File: src/rtl/alu_serial_engine_if.sv
// Execute-phase handshake and operand/result bus between the control FSM and the serial ALU.
interface alu_serial_engine_if #(
    parameter int unsigned WIDTH = 8
);
    logic             en_group_pulse;
    logic [2:0]       alu_func;
    logic             alu_in_sel;
    logic [WIDTH-1:0] opa;
    logic [WIDTH-1:0] opb_reg;
    logic [WIDTH-1:0] opb_imm;
    logic [WIDTH-1:0] alu_result;
    logic             alu_end;
    logic             busy;
    logic             flag_c;
    logic             flag_z;

    modport master (
        output en_group_pulse, alu_func, alu_in_sel, opa, opb_reg, opb_imm,
        input  alu_result, alu_end, busy, flag_c, flag_z
    );

    modport slave (
        input  en_group_pulse, alu_func, alu_in_sel, opa, opb_reg, opb_imm,
        output alu_result, alu_end, busy, flag_c, flag_z
    );
endinterface

File: src/rtl/alu_serial_engine.sv
// Digit-serial ALU: DIGIT bits per cycle, LSB digit first, one-cycle alu_end on completion.
// Define ALU_SERIAL_FLAGS_EN to build the carry/zero flag registers; otherwise flags read 0.
module alu_serial_engine #(
    parameter int unsigned WIDTH = 8,
    parameter int unsigned DIGIT = 2
) (
    input logic                clk,
    input logic                rst,
    alu_serial_engine_if.slave bus
);
    localparam int unsigned N    = WIDTH / DIGIT;
    localparam int unsigned CntW = (N > 1) ? $clog2(N) : 1;

    localparam logic [2:0] FuncMoveb = 3'b000;
    localparam logic [2:0] FuncAdd   = 3'b001;
    localparam logic [2:0] FuncSub   = 3'b010;
    localparam logic [2:0] FuncAnd   = 3'b011;
    localparam logic [2:0] FuncOr    = 3'b100;

    typedef enum logic [1:0] {StIdle, StBusy, StDone} state_e;

    state_e           state_q, state_d;
    logic [WIDTH-1:0] a_q, a_d;
    logic [WIDTH-1:0] b_q, b_d;
    logic [WIDTH-1:0] res_q, res_d;
    logic [2:0]       func_q, func_d;
    logic             carry_q, carry_d;
    logic [CntW-1:0]  cnt_q, cnt_d;
    logic [WIDTH-1:0] result_q, result_d;
    logic             end_q;
    logic             busy_q, busy_d;

    logic [DIGIT-1:0]       a_dig, b_dig, b_op, res_dig;
    logic [DIGIT:0]         sum;
    logic [WIDTH+DIGIT-1:0] res_cat;
    logic [WIDTH-1:0]       res_shifted;
    logic                   carry_out;
    logic                   last_digit;

    // Per-digit datapath; SUB is A + ~B + c with c seeded to 1 at start.
    always_comb begin
        a_dig     = a_q[DIGIT-1:0];
        b_dig     = b_q[DIGIT-1:0];
        b_op      = (func_q == FuncSub) ? ~b_dig : b_dig;
        sum       = {1'b0, a_dig} + {1'b0, b_op} + {{DIGIT{1'b0}}, carry_q};
        carry_out = sum[DIGIT];
        case (func_q)
            FuncMoveb: res_dig = b_dig;
            FuncAdd,
            FuncSub:   res_dig = sum[DIGIT-1:0];
            FuncAnd:   res_dig = a_dig & b_dig;
            FuncOr:    res_dig = a_dig | b_dig;
            default:   res_dig = '0;
        endcase
        res_cat     = {res_dig, res_q};
        res_shifted = res_cat[WIDTH+DIGIT-1:DIGIT];
    end

    always_comb begin
        state_d    = state_q;
        a_d        = a_q;
        b_d        = b_q;
        res_d      = res_q;
        func_d     = func_q;
        carry_d    = carry_q;
        cnt_d      = cnt_q;
        result_d   = result_q;
        busy_d     = busy_q;
        last_digit = 1'b0;
        unique case (state_q)
            StIdle, StDone: begin
                if (bus.en_group_pulse) begin
                    a_d     = bus.opa;
                    b_d     = bus.alu_in_sel ? bus.opb_imm : bus.opb_reg;
                    func_d  = bus.alu_func;
                    carry_d = (bus.alu_func == FuncSub);
                    cnt_d   = '0;
                    res_d   = '0;
                    busy_d  = 1'b1;
                    state_d = StBusy;
                end else begin
                    busy_d  = 1'b0;
                    state_d = StIdle;
                end
            end
            StBusy: begin
                a_d     = a_q >> DIGIT;
                b_d     = b_q >> DIGIT;
                res_d   = res_shifted;
                carry_d = carry_out;
                cnt_d   = cnt_q + CntW'(1);
                if (cnt_q == CntW'(N - 1)) begin
                    last_digit = 1'b1;
                    result_d   = res_shifted;
                    busy_d     = 1'b0;
                    state_d    = StDone;
                end
            end
            default: begin
                busy_d  = 1'b0;
                state_d = StIdle;
            end
        endcase
    end

    always_ff @(posedge clk or negedge rst) begin
        if (!rst) begin
            state_q  <= StIdle;
            a_q      <= '0;
            b_q      <= '0;
            res_q    <= '0;
            func_q   <= '0;
            carry_q  <= 1'b0;
            cnt_q    <= '0;
            result_q <= '0;
            end_q    <= 1'b0;
            busy_q   <= 1'b0;
        end else begin
            state_q  <= state_d;
            a_q      <= a_d;
            b_q      <= b_d;
            res_q    <= res_d;
            func_q   <= func_d;
            carry_q  <= carry_d;
            cnt_q    <= cnt_d;
            result_q <= result_d;
            end_q    <= last_digit;
            busy_q   <= busy_d;
        end
    end

    assign bus.alu_result = result_q;
    assign bus.alu_end    = end_q;
    assign bus.busy       = busy_q;

`ifdef ALU_SERIAL_FLAGS_EN
    logic flag_c_q, flag_z_q;
    logic arith_op;

    assign arith_op = (func_q == FuncAdd) || (func_q == FuncSub);

    // Carry only tracks ADD/SUB; logic ops leave the previous carry in place.
    always_ff @(posedge clk or negedge rst) begin
        if (!rst) begin
            flag_c_q <= 1'b0;
            flag_z_q <= 1'b0;
        end else if (last_digit) begin
            flag_z_q <= (res_shifted == '0);
            if (arith_op) begin
                flag_c_q <= carry_out;
            end
        end
    end

    assign bus.flag_c = flag_c_q;
    assign bus.flag_z = flag_z_q;
`else
    assign bus.flag_c = 1'b0;
    assign bus.flag_z = 1'b0;
`endif

endmodule

File: src/flat_wrapper.sv
// flat-port wrapper written by rule: the top's interface ports become plain ports
module alu_serial_engine_flat 
#(
    parameter int unsigned WIDTH = 8,
    parameter int unsigned DIGIT = 2
)
  (clk, rst, bus_en_group_pulse, bus_alu_func, bus_alu_in_sel, bus_opa, bus_opb_reg, bus_opb_imm, bus_alu_result, bus_alu_end, bus_busy, bus_flag_c, bus_flag_z);
  alu_serial_engine_if #(.WIDTH(WIDTH)) bus_i ();
  input logic clk;
  input logic rst;
  input wire logic [$bits(bus_i.en_group_pulse)-1:0] bus_en_group_pulse;
  input wire logic [$bits(bus_i.alu_func)-1:0] bus_alu_func;
  input wire logic [$bits(bus_i.alu_in_sel)-1:0] bus_alu_in_sel;
  input wire logic [$bits(bus_i.opa)-1:0] bus_opa;
  input wire logic [$bits(bus_i.opb_reg)-1:0] bus_opb_reg;
  input wire logic [$bits(bus_i.opb_imm)-1:0] bus_opb_imm;
  output wire logic [$bits(bus_i.alu_result)-1:0] bus_alu_result;
  output wire logic [$bits(bus_i.alu_end)-1:0] bus_alu_end;
  output wire logic [$bits(bus_i.busy)-1:0] bus_busy;
  output wire logic [$bits(bus_i.flag_c)-1:0] bus_flag_c;
  output wire logic [$bits(bus_i.flag_z)-1:0] bus_flag_z;
  assign bus_i.en_group_pulse = bus_en_group_pulse;
  assign bus_i.alu_func = bus_alu_func;
  assign bus_i.alu_in_sel = bus_alu_in_sel;
  assign bus_i.opa = bus_opa;
  assign bus_i.opb_reg = bus_opb_reg;
  assign bus_i.opb_imm = bus_opb_imm;
  assign bus_alu_result = bus_i.alu_result;
  assign bus_alu_end = bus_i.alu_end;
  assign bus_busy = bus_i.busy;
  assign bus_flag_c = bus_i.flag_c;
  assign bus_flag_z = bus_i.flag_z;
  alu_serial_engine #(.WIDTH(WIDTH), .DIGIT(DIGIT)) u_core (.clk(clk), .rst(rst), .bus(bus_i));
endmodule
File: config.mk
export PLATFORM = sky130hd
export DESIGN_NAME = alu_serial_engine_flat
export DESIGN_NICKNAME = d
export VERILOG_FILES = /design/src/rtl/alu_serial_engine_if.sv /design/src/rtl/alu_serial_engine.sv /design/src/flat_wrapper.sv
export SDC_FILE = /design/constraint.sdc
export NUM_CORES = 1
export LEC_CHECK = 0
export ABC_AREA = 1
export CORE_MARGIN = 1
export CORE_UTILIZATION = 30
export DETAILED_ROUTE_END_ITERATION = 6
export SLEW_MARGIN = 25
export SYNTH_ARGS = -nofsm -noshare
export SYNTH_HDL_FRONTEND = slang
export SYNTH_SLANG_ARGS = --single-unit
File: constraint.sdc
create_clock -name clk -period 6.52 [get_ports clk]
set_clock_uncertainty 0.2 [all_clocks]
set_input_delay 1.304 -clock clk [delete_from_list [all_inputs] [get_ports clk]]
set_output_delay 1.304 -clock clk [all_outputs]
set_load 0.01 [all_outputs]
==> metrics.cfg <==
[hold_path]
timing.hold.worst.start=u_core.bus.alu_result[0]
worst_hold_path_type=register to register
min_path_cells=2
min_delay_worst_endpoint=u_core.bus.alu_result[0]

[critical_path]
critPathMaxFanout=20
critical_path_arrival_ps=2860
worstReg2RegStart=u_core.func_q[2]
setup.reg_to_reg.worst_slack_ps=4130
rr_endpoint=u_core.res_q[7]
criticalPathCategory=input port to register
reg2regPathDepth=11
critical_path_end_type=register
crit_required_ps=6540
nature_of_the_critical_path_startpoint=input port

[routing]
wire_per_inst_um=12.6
drt_first_iter_violations=119
total_routed_wirelength_um=4120
antenna_violating_nets_post_route=0
drt_pre_antenna_iters=5
drc_errors=0
routed-via-count=1498
via_density=4.60

[clock_network]
cts_inserted_buffers=5
postCtsResizedCells=0
cts.path.max_buffers=2
cts-hold-fix-buffers=0
clock_latency_at_the_later_pin_of_the_worst_skew_pair_ps=290
post_cts_setup_repair_buffer_count=0
htree_levels=2
clock_tree.root_cell=sky130_fd_sc_hd__clkbuf_8
clock_sink_count=40
tritoncts=built
clk_pin_slew_worst_paths_ps=80

[timing]
postLayoutSetupSlackWorst_ps=3670
report.final.setup_viol=0
grt_setup_unrepaired=false
timing_worst_slew_pin_value_ps=892
final_hold_viol_count=0
finalCritPeriodShare_pct=43.7
maxSlewHeadroom_pct=40.5
final_max_slew_viol_count=0
final.setup.tns_ps=0
timing.final.crit_period_ps=2850
achievable-frequency_mhz=351

[logic_synthesis]
synth-seq-cells=40
synth_cells=209
ys_warn_count=0
netlist.area_leader.share_pct=51.1
synth_top_cells_by_area=sky130_fd_sc_hd__dfrtp_1 (51%), sky130_fd_sc_hd__nand2_1 (10%), sky130_fd_sc_hd__inv_1 (5.4%)
avgSynthCellArea_um2=9.38
post-synth-top-area-cell=sky130_fd_sc_hd__dfrtp_1
ys_types=30
yosysSeqAreaShare_pct=51.1
synth_area_mm2=0.00196

[global_route]
track_usage_pct=12.9
grt_start_max_net_pins=41
globalRoute.totalOverflow=0
antenna_found_initial=0
first_global_vias=1570
grt_first_pass_wirelength_um=7130

[finish]
layout-drive-gt1-share_pct=13.3
antenna_cells_inserted=0
layoutNonFillerInstCount=326
fin_nets=282
area_growth_syn_to_layout_pct=26.0
filler_cell_count=661

[power_and_ir_drop]
static-leakage-power_uw=0.00119
ir_drop_mv=0.163
powerDensity_mw_per_mm2=436
post-layout-total-power_uw=1080

[place]
place_hpwl_um=2950
finalWeightedCongestion=0.744
portbufs=40
place_inst=318
detailedPlace.worstSlack_ps=3350

[run]
timing.max_cap.violations=0

[die]
dieWidth_um=82.8
floorplan.die_area_mm2=0.00686
num_io_pins=43
row_count=29
fp.dieH_um=82.8
core_mm2=0.00631
floorplan.initialDensity_pct=31.1

[status]
status=finished, final reports clean

==> layout make-up <==
class / count / area, um2 / area share (%)
clock buffer: 6 / 82.6 / 3.34
clock inverter: 2 / 10.0 / 0.405
inverter: 31 / 119 / 4.81
multi-input combinational: 130 / 767 / 31.0
sequential: 40 / 1000 / 40.5
tap: 77 / 96.3 / 3.90
timing repair buffer: 40 / 395 / 16.0
==> report_power, final <==
part,switching (uW),leakage [uW],internal (uW)
Clock,86.0,0.0000510,84.5
Combinational,290,0.000631,203
Sequential,62.3,0.000512,352
==> worst max-delay path: stages <==
cell                              delay, ps
sky130_fd_sc_hd__clkdlybuf4s50_1        530
sky130_fd_sc_hd__inv_2                   50
sky130_fd_sc_hd__nor2_2                 570
sky130_fd_sc_hd__o21ai_0                230
sky130_fd_sc_hd__o211ai_2               170
==> placed cells by master (no fill, tap or decap), types with 2 or more instances in the layout <==
cell type,netlist,final
sky130_fd_sc_hd__a22o_1,2,2
sky130_fd_sc_hd__clkbuf_8,0,6
sky130_fd_sc_hd__clkdlybuf4s50_1,0,39
sky130_fd_sc_hd__clkinv_2,0,2
sky130_fd_sc_hd__conb_1,1,2
sky130_fd_sc_hd__dfrtp_1,40,40
sky130_fd_sc_hd__fa_1,2,2
sky130_fd_sc_hd__inv_1,28,28
sky130_fd_sc_hd__inv_2,2,2
sky130_fd_sc_hd__nand2_1,53,53
sky130_fd_sc_hd__nand2_4,3,3
sky130_fd_sc_hd__nand3_1,7,7
sky130_fd_sc_hd__nand4_1,3,3
sky130_fd_sc_hd__nor2_1,9,9
sky130_fd_sc_hd__o211ai_1,3,3
sky130_fd_sc_hd__o211ai_2,7,7
sky130_fd_sc_hd__o21ai_0,9,9
sky130_fd_sc_hd__o21ai_1,2,2
sky130_fd_sc_hd__o21ai_2,7,7
sky130_fd_sc_hd__o21bai_1,4,4
sky130_fd_sc_hd__o221ai_1,3,3
sky130_fd_sc_hd__o22ai_1,5,5
sky130_fd_sc_hd__or2_2,2,2
sky130_fd_sc_hd__xor2_1,2,2
==> worst max-delay path by stage <==
| stage | start | to | slack, ps | cells past startpoint |
|---|---|---|---|---|
| after floorplan | u_core.func_q[2] | u_core.bus.alu_result[7] | 4330 | 11 |
| after global placement | bus_en_group_pulse | u_core.b_q[4] | 3390 | 5 |
| after detailed placement | bus_en_group_pulse | u_core.b_q[4] | 3350 | 5 |
| after CTS | bus_en_group_pulse | u_core.b_q[4] | 3670 | 5 |
| after global routing | bus_en_group_pulse | u_core.b_q[4] | 3520 | 5 |
| final | bus_en_group_pulse | u_core.b_q[4] | 3670 | 5 |
==> flip-flops by register name, indices dropped and copies added (netlist names) <==
signal                 count
u_core.a_q                 8
u_core.b_q                 8
u_core.bus.alu_end         1
u_core.bus.alu_result      8
u_core.bus.busy            1
u_core.carry_q             1
u_core.cnt_q               2
u_core.func_q              3
u_core.res_q               6
u_core.state_q             2
==> cell families after synthesis <==
logic type,count (synthesis),synth area share (%)
AND/OR/NAND/NOR,79,17.6
XOR/XNOR,2,0.894
buffers and inverters,40,10.0
flip-flops,40,51.1
other,1,0.191
adder cells (fa/ha/maj),3,2.68
AO/OA/AOI/OAI,44,17.5
==> cells in the mapped netlist (all sizes together) <==
library cell	instances
fa	2
o211ai	10
ha	1
xor2	2
o221ai	3
nor2	10
o21ai	18
o21bai	4
dfrtp	40
inv	31
a21oi	1
nand2	57
a22o	2
or2	2
nand4	3
o22ai	5
buf	9
nand3	7
o21a	1
conb	1
==> stage by stage <==
step                      area, um2  hold WS, ps  utilization (%)
after floorplan                1960          249                -
after detailed placement       2380          270             37.7
after global placement         2380          267             37.7
after CTS                      2470          291             39.1
final                          2470          288             39.1
after global routing           2470          308             39.1
==> routing by layer <==
metal	vias up	track usage, %	part of all wire (%)
met3	4	2.78	2.4
met2	25	22.4	49
met5	-	0	0
met1	716	15.6	47
met4	0	4.70	1.5
li1	753	-	-
Power figures use the tool's default switching activity.
